$ cat src/rtl/fifo_pkg.sv
// Shared types and level-flag constants for the FIFO occupancy controller.
package fifo_pkg;

  typedef enum logic [1:0] {
    EMPTY   = 2'd0,
    PARTIAL = 2'd1,
    FULL    = 2'd2
  } fifo_state_t;

  // Default thresholds: almost-full sits this many entries below DEPTH.
  localparam int AF_MARGIN    = 2;
  localparam int AE_LEVEL_DEF = 2;

endpackage

$ cat src/rtl/fifo_ptr.sv
// Wrapping storage-array pointer; clr has priority over inc.
module fifo_ptr #(
  parameter int ADDR_WIDTH = 4
) (
  input  logic                  i_clk,
  input  logic                  i_reset,
  input  logic                  i_inc,
  input  logic                  i_clr,
  output logic [ADDR_WIDTH-1:0] o_ptr
);

  logic [ADDR_WIDTH-1:0] r_ptr;

  // Natural overflow of the ADDR_WIDTH-bit register provides the modulo-DEPTH wrap.
  always_ff @(posedge i_clk or posedge i_reset) begin
    if (i_reset)
      r_ptr <= '0;
    else if (i_clr)
      r_ptr <= '0;
    else if (i_inc)
      r_ptr <= r_ptr + 1'b1;
  end

  assign o_ptr = r_ptr;

endmodule

$ cat src/rtl/fifo_level_ctrl.sv
// FIFO pointer/occupancy controller with registered level flags and sticky errors.
// Optional high-water mark tracking is enabled by defining FIFO_LEVEL_CTRL_PEAK_EN.
module fifo_level_ctrl
  import fifo_pkg::*;
#(
  parameter int ADDR_WIDTH = 4,
  parameter int AF_LEVEL   = (2 ** ADDR_WIDTH) - AF_MARGIN,
  parameter int AE_LEVEL   = AE_LEVEL_DEF
) (
  input  logic                  i_clk,
  input  logic                  i_reset,
  input  logic                  i_flush,
  input  logic                  i_wr,
  input  logic                  i_rd,
  input  logic                  i_clr_err,
  output logic [ADDR_WIDTH-1:0] o_w_addr,
  output logic [ADDR_WIDTH-1:0] o_r_addr,
  output logic                  o_w_en,
  output logic                  o_r_en,
  output logic [ADDR_WIDTH:0]   o_count,
  output logic                  o_empty,
  output logic                  o_full,
  output logic                  o_almost_empty,
  output logic                  o_almost_full,
  output logic                  o_overflow,
  output logic                  o_underflow,
  output logic [ADDR_WIDTH:0]   o_peak
);

  localparam int CW = ADDR_WIDTH + 1;
  localparam logic [CW-1:0] DEPTH_C = CW'(2 ** ADDR_WIDTH);
  localparam logic [CW-1:0] AF_THR  = CW'(AF_LEVEL);
  localparam logic [CW-1:0] AE_THR  = CW'(AE_LEVEL);

  fifo_state_t   r_state;
  fifo_state_t   w_state_nxt;
  logic [CW-1:0] r_count;
  logic [CW-1:0] w_count_nxt;
  logic          r_empty;
  logic          r_full;
  logic          r_almost_empty;
  logic          r_almost_full;
  logic          r_overflow;
  logic          r_underflow;
  logic          w_w_en;
  logic          w_r_en;
  logic          w_ovf_set;
  logic          w_unf_set;

  assign w_w_en = i_wr & ~i_flush & ((r_state != FULL) | i_rd);
  assign w_r_en = i_rd & ~i_flush & (r_state != EMPTY);

  assign w_ovf_set = i_wr & ~w_w_en & ~i_flush;
  assign w_unf_set = i_rd & ~w_r_en & ~i_flush;

  always_comb begin
    w_count_nxt = r_count;
    if (i_flush)
      w_count_nxt = '0;
    else
      w_count_nxt = r_count + CW'(w_w_en) - CW'(w_r_en);
  end

  always_comb begin
    w_state_nxt = PARTIAL;
    if (w_count_nxt == '0)
      w_state_nxt = EMPTY;
    else if (w_count_nxt == DEPTH_C)
      w_state_nxt = FULL;
  end

  // Flags are derived from the next count so they update on the same edge as o_count.
  always_ff @(posedge i_clk or posedge i_reset) begin
    if (i_reset) begin
      r_state        <= EMPTY;
      r_count        <= '0;
      r_empty        <= 1'b1;
      r_full         <= 1'b0;
      r_almost_empty <= 1'b1;
      r_almost_full  <= 1'b0;
    end else begin
      r_state        <= w_state_nxt;
      r_count        <= w_count_nxt;
      r_empty        <= (w_state_nxt == EMPTY);
      r_full         <= (w_state_nxt == FULL);
      r_almost_empty <= (w_count_nxt <= AE_THR);
      r_almost_full  <= (w_count_nxt >= AF_THR);
    end
  end

  // A set event in the same cycle as a clear wins.
  always_ff @(posedge i_clk or posedge i_reset) begin
    if (i_reset) begin
      r_overflow  <= 1'b0;
      r_underflow <= 1'b0;
    end else begin
      if (w_ovf_set)
        r_overflow <= 1'b1;
      else if (i_clr_err)
        r_overflow <= 1'b0;
      if (w_unf_set)
        r_underflow <= 1'b1;
      else if (i_clr_err)
        r_underflow <= 1'b0;
    end
  end

`ifdef FIFO_LEVEL_CTRL_PEAK_EN
  logic [CW-1:0] r_peak;

  always_ff @(posedge i_clk or posedge i_reset) begin
    if (i_reset)
      r_peak <= '0;
    else if (i_clr_err)
      r_peak <= '0;
    else if (w_count_nxt > r_peak)
      r_peak <= w_count_nxt;
  end

  assign o_peak = r_peak;
`else
  assign o_peak = '0;
`endif

  fifo_ptr #(.ADDR_WIDTH(ADDR_WIDTH)) u_wptr (
    .i_clk   (i_clk),
    .i_reset (i_reset),
    .i_inc   (w_w_en),
    .i_clr   (i_flush),
    .o_ptr   (o_w_addr)
  );

  fifo_ptr #(.ADDR_WIDTH(ADDR_WIDTH)) u_rptr (
    .i_clk   (i_clk),
    .i_reset (i_reset),
    .i_inc   (w_r_en),
    .i_clr   (i_flush),
    .o_ptr   (o_r_addr)
  );

  assign o_w_en         = w_w_en;
  assign o_r_en         = w_r_en;
  assign o_count        = r_count;
  assign o_empty        = r_empty;
  assign o_full         = r_full;
  assign o_almost_empty = r_almost_empty;
  assign o_almost_full  = r_almost_full;
  assign o_overflow     = r_overflow;
  assign o_underflow    = r_underflow;

endmodule

$ cat config.mk
export PLATFORM = sky130hd
export DESIGN_NAME = fifo_level_ctrl
export DESIGN_NICKNAME = d
export VERILOG_FILES = /design/src/rtl/fifo_pkg.sv /design/src/rtl/fifo_ptr.sv /design/src/rtl/fifo_level_ctrl.sv
export SDC_FILE = /design/constraint.sdc
export NUM_CORES = 1
export LEC_CHECK = 0
export CORE_MARGIN = 8
export CORE_UTILIZATION = 30
export CTS_BUF_LIST = sky130_fd_sc_hd__clkbuf_8 sky130_fd_sc_hd__clkbuf_16
export CTS_CLUSTER_SIZE = 14
export DETAILED_ROUTE_END_ITERATION = 7
export PLACE_DENSITY = 0.52
export SYNTH_ARGS = -nofsm -noshare
export SYNTH_HDL_FRONTEND = slang
export SYNTH_SLANG_ARGS = --single-unit
$ cat constraint.sdc
create_clock -name i_clk -period 5.1 [get_ports i_clk]
set_input_delay 1.53 -clock i_clk [delete_from_list [all_inputs] [get_ports i_clk]]
set_output_delay 1.53 -clock i_clk [all_outputs]
set_load 0.005 [all_outputs]
==> run_results.csv <==
group,metric,value,unit
drt,routed_via_density,4.358,
worst_hold_path,worstHoldPathCells,1,
clock_network,post-cts-setup-buffers,0,
layout,diodes,0,
synth,synth-edff-count,0,
setup_path,critPathLaunchType,"input pin",
die,die-area,5754,um^2
drt,firstDrtPassIters,2,
global_route,grt_usage,0.08506,
synth,synth_top_family_by_area,"simple AND/OR/NAND/NOR gates",
setup_path,rrSetupSlack,2.27,ns
flow_run,drv_cap,0,
worst_hold_path,hold_end,"o_overflow$_DFFE_PP0P_",
timing,min_period_over_period,0.8886,
synth,ys_ff_latch,20,
clock_network,cts_resized,0,
layout,final_util,0.4271,
clock_network,h-tree-depth,1,
synth,seq_area_frac_synth,0.4680,
clock_network,clkTransAtPathRegs,0.08,ns
timing,hold_viol,0,
synth,yosys_most_used_dff,"dfrtp_1",
placed_design,dp_slack,0.5518,ns
clock_network,numCtsBuffers,3,
pwr,p_leak,0.6460,nW
clock_network,clock_sinks,20,
global_route,first_global_vias,796,
global_route,antenna_found_initial,0,
die,initial_utilization,0.3171,
placed_design,post_dp_cell_area,1376,um^2
synth,ys_top_cells_by_area,"dfrtp_1 (42%), ha_1 (8.1%), nor2_1 (5.2%), dfstp_2 (4.9%), xnor2_1 (4.1%)",
die,die_width,75.86,um
setup_path,critPathKind,"in2out",
setup_path,rr_endpoint,"o_almost_full$_DFF_PP0_",
synth,yosys_warnings,0,
clock_network,clk_latency,0.26,ns
drt,wl_per_cell,12.45,um
synth,synth_common_cells,"dfrtp_1 (18), nor2_1 (15), inv_1 (10), ha_1 (7), nand2_1 (6)",
setup_path,critPathCaptureType,"output pin",
global_route,grt_pass1_wl,3698,um
synth,synthAdderAreaFrac,0.1001,
synth,synthCells,104,
synth,synth_area,1075,um^2
timing,worst_slew_pin_slew,0.7473,ns
die,fp.coreArea,3390,um^2
layout,syn2layout_area_growth,34.69,%
timing,fin_ws,0.5681,ns
global_route,grt_overflow_total,0,
setup_path,crit_path_max_fanout,5,
setup_path,arrival,3.00,ns
layout,fin_area,1448,um^2
synth,async_reset_ff_frac,1.000,
synth,synth.avg_cell_area,10.33,um^2
pwr,cellPowerDensity,537.5,nW/um^2
drt,drt_wl_total,2229,um
timing,post-route-min-period,4.532,ns
synth,synthMuxAreaShare,0.009313,
clock_network,hold_buffers,0,
clock_network,cts_tree,"done",
timing,slew_headroom,0.5012,
timing,final.setup.tns,0,ns
placed_design,dp.cells,175,
clock_network,cts_root_buffer,"clkbuf_8",
placed_design,dp_hpwl,1748,um
timing,drv_slew,0,
synth,yosysMostFrequentCell,"dfrtp_1",
layout,n_fill_cell,337,
setup_path,regToRegStartpoint,"r_state[0]$_DFF_PP0_",
synth,synth_cell_type_count,34,
pwr,ir_drop,0.3469,mV
die,pin_count,32,
drt,drtIter0Drc,24,
layout,instances_no_fill,179,
placed_design,gp_congestion,0.7437,
worst_hold_path,min_path_type,"reg2reg",
drt,remaining_drc_errors,0,
worst_hold_path,hold_start,"o_overflow$_DFFE_PP0P_",
synth,synth_largest_area_cell,"dfrtp_1",
timing,finClkSkew,0.005508,ns
drt,ant_nets,0,
global_route,grt_max_degree,21,
synth,synth_compound_area_frac,0.08149,
layout,final_layout_size_suffix_gt1_frac,0.09774,
clock_network,clockBufferDepth,2,
placed_design,port_buffers,26,
drt,vias,780,
layout,finalNetCount,148,
timing,timing.fmax,0.2207,GHz
synth,synth_top_cell_area_share,0.4191,
setup_path,reg2reg_depth,10,
run_status,status,"finished, final reports clean",
die,rows,21,
timing,setup_viol,0,
synth,synth-xor-area-share,0.08847,
die,die_h,75.86,um
synth,synth-simple-area-share,0.1711,
setup_path,cp.required,3.57,ns
timing,rsz0062_at_grt,"false",
==> cell type report <==
| class | instances | area [um^2] | share of cell area |
|---|---|---|---|
| multi-input combinational | 71 | 503.0 | 0.3474 |
| tap | 46 | 57.56 | 0.03976 |
| clock buffer | 3 | 41.29 | 0.02852 |
| sequential | 20 | 503.0 | 0.3474 |
| inverter | 10 | 37.54 | 0.02593 |
| clock inverter | 1 | 30.03 | 0.02074 |
| timing repair buffer | 28 | 275.3 | 0.1901 |
==> sequential cells by signal, summed over array words and instances, names as in the netlist <==
signal / flops
u_rptr.o_ptr: 4
o_underflow: 1
o_almost_empty: 1
o_overflow: 1
u_wptr.o_ptr: 4
o_empty: 1
o_almost_full: 1
r_state: 1
o_count: 5
o_full: 1
==> worst max-delay path, stage by stage <==
cell and delay, ns:
clkdlybuf4s50_1 0.52, o21a_1 0.25, and2_1 0.19, clkdlybuf4s50_1 0.51
==> power by group <==
| group | leakage [nW] | internal (W) | switching, W |
|---|---|---|---|
| clock network | 0.0357 | 0.000105 | 0.0000534 |
| logic | 0.348 | 0.000195 | 0.000182 |
| registers | 0.262 | 0.000209 | 0.0000337 |
==> layer usage <==
layer  track usage  share of wire
met1        0.1010           0.42
met2        0.1416           0.48
met3       0.03553          0.092
met4       0.01279         0.0027
met5             0              0
==> per-stage QoR <==
stage	total power [W]	hold WS, ns
floorplan	0.0004867	0.4783
global placement	0.0006254	0.4963
detailed placement	0.0006301	0.4801
CTS	0.0007946	0.5006
global route	0.0008470	0.5434
finish	0.0007781	0.5053
==> logic make-up (layout without fill, tap and decap cells) <==
logic type | Yosys count | count (layout)
XOR/XNOR | 10 | 10
other | 1 | 5
flip-flops | 20 | 20
multiplexers | 1 | 1
AO/OA/AOI/OAI | 11 | 11
adder cells (fa/ha/maj) | 8 | 8
AND/OR/NAND/NOR | 36 | 36
buffers and inverters | 17 | 42
==> placed cells by master (no fill, tap or decap), drive strengths merged, types with 3 or more instances in the layout <==
cell type      netlist  final
conb                 1      5
clkdlybuf4s50        0     26
clkbuf               1      3
ha                   7      7
xor2                 5      5
nor2                15     15
nor3b                3      3
xnor2                5      5
nand2b               3      3
inv                 10     10
nand2                6      6
dfrtp               18     18
==> worst max-delay path by stage <==
stage,from,end,slack [ns]
floorplan,i_flush,o_almost_full$_DFF_PP0_,1.35
global placement,i_rd,o_r_en,0.56
detailed placement,i_flush,o_w_en,0.55
CTS,i_rd,o_r_en,0.55
global route,i_rd,o_w_en,0.40
finish,i_rd,o_r_en,0.57
No activity file was read; power rests on OpenSTA's default activity.
